`config.mk`:
```
export PLATFORM = sky130hd
export DESIGN_NAME = output_axi_reader
export DESIGN_NICKNAME = d
export VERILOG_FILES = /design/src/rtl/output_axi_reader.sv
export SDC_FILE = /design/constraint.sdc
export NUM_CORES = 1
export LEC_CHECK = 0
export ABC_AREA = 1
export CAP_MARGIN = 10
export CORE_MARGIN = 5
export CORE_UTILIZATION = 30
export DETAILED_ROUTE_END_ITERATION = 7
export GPL_TIMING_DRIVEN = 0
export PLACE_DENSITY = 0.73
export SLEW_MARGIN = 40
export SYNTH_ARGS = -nofsm -noshare
export SYNTH_HDL_FRONTEND = slang
export SYNTH_SLANG_ARGS = --single-unit
```
`constraint.sdc`:
```
create_clock -name clk -period 3.6 [get_ports clk]
set_clock_uncertainty 0.05 [all_clocks]
set_input_delay 0.72 -clock clk [delete_from_list [all_inputs] [get_ports clk]]
set_output_delay 0.72 -clock clk [all_outputs]
set_load 0.005 [all_outputs]
```
`src/rtl/output_axi_reader.sv`:
```
// AXI4-Lite read-only slave that drains the output memory, one word per beat.
// Define OUTPUT_AXI_READER_ERR_EN to answer misaligned/out-of-range reads with SLVERR.
module output_axi_reader #(
    parameter int DATA_WIDTH     = 16,
    parameter int ADDR_WIDTH     = 12,
    parameter int AXI_ADDR_WIDTH = 32
) (
    input  logic                      clk,
    input  logic                      rst,
    input  logic [AXI_ADDR_WIDTH-1:0] s_axi_araddr,
    input  logic                      s_axi_arvalid,
    output logic                      s_axi_arready,
    output logic [2*DATA_WIDTH-1:0]   s_axi_rdata,
    output logic [1:0]                s_axi_rresp,
    output logic                      s_axi_rvalid,
    input  logic                      s_axi_rready,
    output logic                      mem_en,
    output logic [ADDR_WIDTH-2:0]     mem_addr,
    input  logic [2*DATA_WIDTH-1:0]   mem_dout,
    input  logic                      count_clr,
    output logic [ADDR_WIDTH-1:0]     rd_count
);

    localparam logic [1:0] RESP_OKAY   = 2'b00;
    localparam logic [1:0] RESP_SLVERR = 2'b10;

    typedef enum logic [1:0] {IDLE, MEM, CAP, RESP} state_t;

    state_t                    state_q, state_d;
    logic [ADDR_WIDTH-2:0]     waddr_q, waddr_d;
    logic [2*DATA_WIDTH-1:0]   rdata_q, rdata_d;
    logic [1:0]                rresp_q, rresp_d;
    logic [ADDR_WIDTH-1:0]     cnt_q, cnt_d;
    logic                      bad_addr;
    logic                      beat_ok;

`ifdef OUTPUT_AXI_READER_ERR_EN
    assign bad_addr = (|s_axi_araddr[1:0]) |
                      (|s_axi_araddr[AXI_ADDR_WIDTH-1:ADDR_WIDTH+1]);
`else
    // Byte lane and upper bits are don't-care: the address wraps over the memory.
    logic unused_addr_bits;
    assign unused_addr_bits = ^{s_axi_araddr[AXI_ADDR_WIDTH-1:ADDR_WIDTH+1],
                                s_axi_araddr[1:0]};
    assign bad_addr = 1'b0;
`endif

    always_comb begin
        state_d = state_q;
        waddr_d = waddr_q;
        rdata_d = rdata_q;
        rresp_d = rresp_q;
        unique case (state_q)
            IDLE: begin
                if (s_axi_arvalid) begin
                    waddr_d = s_axi_araddr[ADDR_WIDTH:2];
                    if (bad_addr) begin
                        rdata_d = '0;
                        rresp_d = RESP_SLVERR;
                        state_d = RESP;
                    end else begin
                        state_d = MEM;
                    end
                end
            end
            MEM: state_d = CAP;
            CAP: begin
                rdata_d = mem_dout;
                rresp_d = RESP_OKAY;
                state_d = RESP;
            end
            RESP: begin
                if (s_axi_rready) begin
                    state_d = IDLE;
                end
            end
            default: state_d = IDLE;
        endcase
    end

    // Clear wins over a same-cycle beat; the count sticks at all-ones.
    assign beat_ok = (state_q == RESP) && s_axi_rready && (rresp_q == RESP_OKAY);

    always_comb begin
        cnt_d = cnt_q;
        if (count_clr) begin
            cnt_d = '0;
        end else if (beat_ok && !(&cnt_q)) begin
            cnt_d = cnt_q + 1'b1;
        end
    end

    always_ff @(posedge clk) begin
        if (rst) begin
            state_q <= IDLE;
            waddr_q <= '0;
            rdata_q <= '0;
            rresp_q <= RESP_OKAY;
            cnt_q   <= '0;
        end else begin
            state_q <= state_d;
            waddr_q <= waddr_d;
            rdata_q <= rdata_d;
            rresp_q <= rresp_d;
            cnt_q   <= cnt_d;
        end
    end

    assign s_axi_arready = (state_q == IDLE) && !rst;
    assign s_axi_rvalid  = (state_q == RESP) && !rst;
    assign s_axi_rdata   = rdata_q;
    assign s_axi_rresp   = rresp_q;
    assign mem_en        = (state_q == MEM);
    assign mem_addr      = waddr_q;
    assign rd_count      = cnt_q;

endmodule

```
==> results of run 1 <==
-- critical path, delay by kind of cell --
family	cells	cell delay, ns
buffers and inverters	2	1.03
and+or+nand+nor	1	0.13
-- cell usage after synthesis (2+ instances only) --
| cell type | instances | area [µm²] |
|---|---|---|
| clkbuf_1 | 12 | 45.0 |
| buf_4 | 2 | 15.0 |
| nor2_1 | 110 | 413 |
| inv_1 | 20 | 75.1 |
| dfxtp_1 | 57 | 1140 |
| a21oi_1 | 7 | 35.0 |
| o21ai_0 | 48 | 240 |
| nand2_1 | 32 | 120 |
| nor2_2 | 3 | 18.8 |
| a31oi_1 | 3 | 18.8 |
| nand3_1 | 9 | 45.0 |
| ha_1 | 5 | 62.6 |
| nand4_1 | 3 | 18.8 |
-- cell families after synthesis --
| family | after synthesis | synth area share [%] |
|---|---|---|
| and+or+nand+nor | 159 | 27.4 |
| AOI/OAI and AO/OA | 59 | 13.1 |
| DFF | 57 | 49.8 |
| buffers and inverters | 35 | 6.39 |
| adders and majority gates | 5 | 2.73 |
| xor gates and xnor gates | 1 | 0.383 |
| other | 1 | 0.164 |
-- cell type report --
class	instances	area [µm²]	share of cell area (%)
multi-input combinational	226	1010	27.4
sequential	57	1140	31.1
timing repair buffer	105	1050	28.6
buffer	15	71.3	1.94
tap	99	124	3.38
inverter	20	75.1	2.05
clock inverter	1	7.51	0.205
clock buffer	14	193	5.25
-- final timing paths --
path                                                    end
worst max-delay path                           s_axi_rvalid
worst min-delay path               mem_addr[7]$_SDFFE_PP0P_
worst max register to register  s_axi_rdata[6]$_SDFFE_PP0N_
worst min register to register     mem_addr[7]$_SDFFE_PP0P_
-- registers in the layout, indices dropped and copies added, names as in the netlist --
signal	count
state_q	2
rd_count	12
mem_addr	11
s_axi_rdata	32
-- power groups by stage --
stage | clock, mW | sequential (mW) | combinational [mW]
after floorplan | 0 | 0.930 | 0.298
after global placement | 0 | 0.913 | 0.816
after detailed placement | 0 | 0.920 | 0.826
after CTS | 0.601 | 0.908 | 0.835
after global routing | 0.637 | 0.929 | 0.920
final | 0.586 | 0.906 | 0.817
-- per-layer routing --
| layer | wire, µm | GRT usage, % | vias to the layer above | share of wire [%] |
|---|---|---|---|---|
| li1 | - | - | 1241 | - |
| met2 | 2970 | 22.1 | 70 | 46 |
| met5 | 0 | 0 | - | 0 |
| met3 | 722 | 7.75 | 9 | 11 |
| met1 | 2700 | 14.9 | 1107 | 41 |
| met4 | 112 | 5.96 | 0 | 1.7 |
-- through the flow --
stage          hold WS (ns)  setup slack (ns)  instance area (µm²)  util [%]  std cells
5_1_grt               0.461             0.862                 3670      50.0        537
6_report              0.431             0.947                 3670      50.0        537
2_1_floorplan         0.426              2.00                 2290         -        318
3_5_place_dp          0.425             0.913                 3470      47.3        522
3_3_place_gp          0.414             0.934                 3470      47.3        522
4_1_cts               0.440             0.917                 3670      50.0        537
==> flow_summary.toml, run 1 <==
[run_status]
status = "finished clean"

[worst_setup_path]
reg2reg_depth = 6
cp_slowest_cell = "clkdlybuf4s50_1"
cp_common_cell = "clkdlybuf4s50_1"
max_stage_delay_ns = 0.54
cp_max_fo = 4
required_ns = 2.83
cp-start-kind = "input pin"
r2r_start = "state_q[0]$_SDFFE_PP0P_"
crit_start = "rst"
arrival_ns = 1.88
crit_chain = "clkdlybuf4s50_1 -> nor2_1 -> clkdlybuf4s50_1"
critPathCaptureType = "primary output"
regToRegSetupSlack_ns = 1.98
critPathKind = "input pin to primary output"

[timing]
finalSetupViolCount = 0
rsz0062_at_grt = "no"
timing.final.crit_period_ns = 2.65
tns_ns = 0
fmax_ghz = 0.377
fin_crit_sh_pct = 73.7
hold_viol_final = 0
report.final.slew_viol_count = 0

[floorplan]
core_um2 = 7330
std_cell_rows = 31
die_w_um = 97.4
ioPinCount = 129
initial_core_util_pct = 31.2
die-area_um2 = 9480
die_h_um = 97.4

[place]
place_congestion = 0.811
hpwl_mm = 5.00
port-buffer-count = 105

[layout]
layout_common_cells = "nor2_1 (110), clkdlybuf4s50_1 (105), dfxtp_1 (57), o21ai_0 (48), nand2_1 (32)"
fill_cells = 715
final_common_cell = "nor2_1"
synthToLayoutAreaGrowth_pct = 60.2
nets = 508
antenna_cells = 0
drive_above_1_share_pct = 4.79

[detailed_routing]
routedWlPerCell_um = 12.1
antenna_left = 0
num_vias = 2427
drt_iter0_drc = 93
vias_per_cell = 4.52
route.detailed.drc = 0
drt_first_pass_iters = 4
routed_wl_mm = 6.51

[pwr]
internal_power_mw = 1.62
power_frac_seq_pct = 39.2
power_density_nw_per_um2 = 629
ir_worst_vdd_v = 0.000435
p_total_mw = 2.31
pwr-share-clk_pct = 25.4
swShare_pct = 30.0
switching_power_mw = 0.693
comb_power_share_pct = 35.4
p_leak_nw = 1.46

[clocking]
clkLatencyLatePin_ns = 0.32
ctsHoldBuffers = 0
post_cts.repair.setup_buffers = 0
cts_buffers = 9
clk_pin_slew_ns = 0.06
ctsResizeCount = 0
clockBufferDepth = 2
cts_tree = "built"
numClockSinks = 57
h-tree-depth = 3
clockRootBuffer = "clkbuf_8"

[logic_synthesis]
synth_ff_type = "dfxtp_1"
syn_avg_cell_area_um2 = 7.22
synth-edff-count = 0
syn-cell-area_um2 = 2290
synth_cell_types = 19
synthCells = 317
async_flop_share_pct = 0
yosysWarningCount = 0
seq_area_frac_synth_pct = 49.8
ys_ff_latch = 57

[global_route]
antenna_found_initial = 0
overflow = 0
grtUsageTotal_pct = 13.8
grt_pass1_wl_mm = 10.8
grt_max_degree = 11
grt_pass1_vias = 2354

[worst_hold_path]
min_path_cells = 2
min_from = "mem_addr[7]$_SDFFE_PP0P_"
hold_class = "register to register"

[flow_run]
maxCapViolCount = 0
No activity file was read; power rests on OpenSTA's default activity.
==> run 2: changes to the inputs <==
--- a/config.mk
+++ b/config.mk
@@ -11,7 +11,7 @@
 export CORE_UTILIZATION = 30
 export DETAILED_ROUTE_END_ITERATION = 7
 export GPL_TIMING_DRIVEN = 0
-export PLACE_DENSITY = 0.73
+export PLACE_DENSITY = 0.76
 export SLEW_MARGIN = 40
 export SYNTH_ARGS = -nofsm -noshare
 export SYNTH_HDL_FRONTEND = slang
==> constraint.sdc (replaced) <==
create_clock -name clk -period 2.2 [get_ports clk]
set_clock_uncertainty 0.05 [all_clocks]
set_input_delay 0.44 -clock clk [delete_from_list [all_inputs] [get_ports clk]]
set_output_delay 0.44 -clock clk [all_outputs]
set_load 0.005 [all_outputs]
==> run 2 against run 1 <==
  * Non-clock buffer count unchanged
  * Critical path depth unchanged
  * Worst hold slack better by 0.0022 ns
  * Sequential power up 63%
  * Worst setup slack worse by 0.87 ns
  * Critical path type unchanged
  * Largest cell class unchanged
==> flow_summary.toml, run 2 (synthesized netlist as in run 1, its figures left out) <==
[run_status]
status = "finished clean"

[clocking]
clk_pin_slew_ns = 0.06
ctsHoldBuffers = 0
numClockSinks = 57
clockRootBuffer = "clkbuf_8"
cts_buffers = 9
h-tree-depth = 3
cts_tree = "built"
ctsResizeCount = 0
clockBufferDepth = 2
clkLatencyLatePin_ns = 0.32
post_cts.repair.setup_buffers = 0

[layout]
multi_input_area_um2 = 1010
largest_reg_flops = 32
layout_common_cells = "nor2_1 (110), clkdlybuf4s50_1 (104), dfxtp_1 (57), o21ai_0 (48), nand2_1 (32)"
regArea_um2 = 1140
synthToLayoutAreaGrowth_pct = 61.6
drive_above_1_share_pct = 4.57
fill_cells = 688
final_common_cell = "nor2_1"
antenna_cells = 0
nets = 508

[floorplan]
ioPinCount = 129
std_cell_rows = 31
core_um2 = 7330
die-area_um2 = 9480
die_w_um = 97.4
initial_core_util_pct = 31.2
die_h_um = 97.4

[detailed_routing]
drt_first_pass_iters = 4
antenna_left = 0
drt_iter0_drc = 60
vias_per_cell = 4.51
routed_wl_mm = 6.53
routedWlPerCell_um = 12.2
num_vias = 2421
route.detailed.drc = 0

[global_route]
grt_pass1_wl_mm = 10.7
grt_pass1_vias = 2310
antenna_found_initial = 0
grtUsageTotal_pct = 13.6
overflow = 0
grt_max_degree = 11

[worst_setup_path]
crit_start = "rst"
crit_chain = "clkdlybuf4s50_1 -> nor2_1 -> clkdlybuf4s50_1"
cp_max_fo = 4
cp.depth = 3
cp-start-kind = "input pin"
required_ns = 1.71
arrival_ns = 1.63
crit_buf_inv = 2
r2r_start = "state_q[0]$_SDFFE_PP0P_"
critPathKind = "input pin to primary output"
critPathTopFamily = "buffers and inverters"
critPathCaptureType = "primary output"
max_stage_delay_ns = 0.53
cp_common_cell = "clkdlybuf4s50_1"
cp_slowest_cell = "clkdlybuf4s50_1"
reg2reg_depth = 6

[timing]
hold_viol_final = 0
tns_ns = 0
timing.final.crit_period_ns = 2.12
fmax_ghz = 0.471
rsz0062_at_grt = "no"
finalSetupViolCount = 0
fin_crit_sh_pct = 96.4
holdWs_ns = 0.433
report.final.slew_viol_count = 0

[pwr]
ir_worst_vdd_v = 0.000587
power_density_nw_per_um2 = 1070
p_leak_nw = 1.49

[worst_hold_path]
min_path_cells = 2
min_from = "mem_addr[3]$_SDFFE_PP0P_"
hold_class = "register to register"

[place]
port-buffer-count = 105
place_congestion = 0.819
hpwl_mm = 5.00

[flow_run]
maxCapViolCount = 0
==> run 2: cell types whose count changed in the layout (fill, tap and decap cells not counted), sizes merged <==
cell	delta
bufinv	+2
clkbuf	-1
clkdlybuf4s50	-1
clkinvlp	-1
dlymetal6s2s	+1
==> run 2: layout make-up <==
class                      instances  area share (%)
multi-input combinational        226            27.2
clock inverter                     2            1.62
inverter                          20            2.03
tap                               99            3.35
sequential                        57            30.8
clock buffer                      13            4.57
buffer                            15            1.93
timing repair buffer             105            28.5
==> run 2: per-layer routing <==
layer  GRT usage, %  routed length [µm]
met5              0                   0
met2           22.2                3080
met3           7.75                 737
met4           5.43                  85
met1           14.6                2630
==> run 2: through the flow <==
| step | util, % | std cells | total power, mW | cell area, µm² | setup WS [ns] |
|---|---|---|---|---|---|
| 2_1_floorplan | - | 318 | 2.01 | 2290 | 0.830 |
| 3_3_place_gp | 47.3 | 522 | 2.83 | 3470 | 0.0739 |
| 3_5_place_dp | 47.3 | 522 | 2.86 | 3470 | 0.0498 |
| 4_1_cts | 50.4 | 537 | 4.01 | 3700 | 0.0377 |
| 5_1_grt | 50.5 | 537 | 4.22 | 3700 | 0.0354 |
| 6_report | 50.5 | 537 | 3.94 | 3700 | 0.0789 |
==> run 2: power breakdown <==
part | leakage (nW) | switching [mW] | internal (mW)
Sequential | 0.467 | 0.147 | 1.34
Combinational | 0.903 | 0.587 | 0.751
Clock | 0.116 | 0.397 | 0.725
Total | 1.49 | 1.13 | 2.81
==> run 2: path summary, 6_finish.rpt <==
kind / to / slack [ns]
setup / recovery: s_axi_rvalid / 0.08
hold / removal: mem_addr[3]$_SDFFE_PP0P_ / 0.43
setup reg to reg: s_axi_rdata[26]$_SDFFE_PP0N_ / 0.60
hold reg to reg: mem_addr[3]$_SDFFE_PP0P_ / 0.43
==> run 2: worst register-to-register path: cells and delay by family, from the launching register on <==
| family | cells | cell delay, ns |
|---|---|---|
| adder cells (fa/ha/maj) | 1 | 0.29 |
| buffers and inverters | 3 | 0.63 |
| AND/OR/NAND/NOR | 2 | 0.21 |
| flip-flops | 1 | 0.38 |
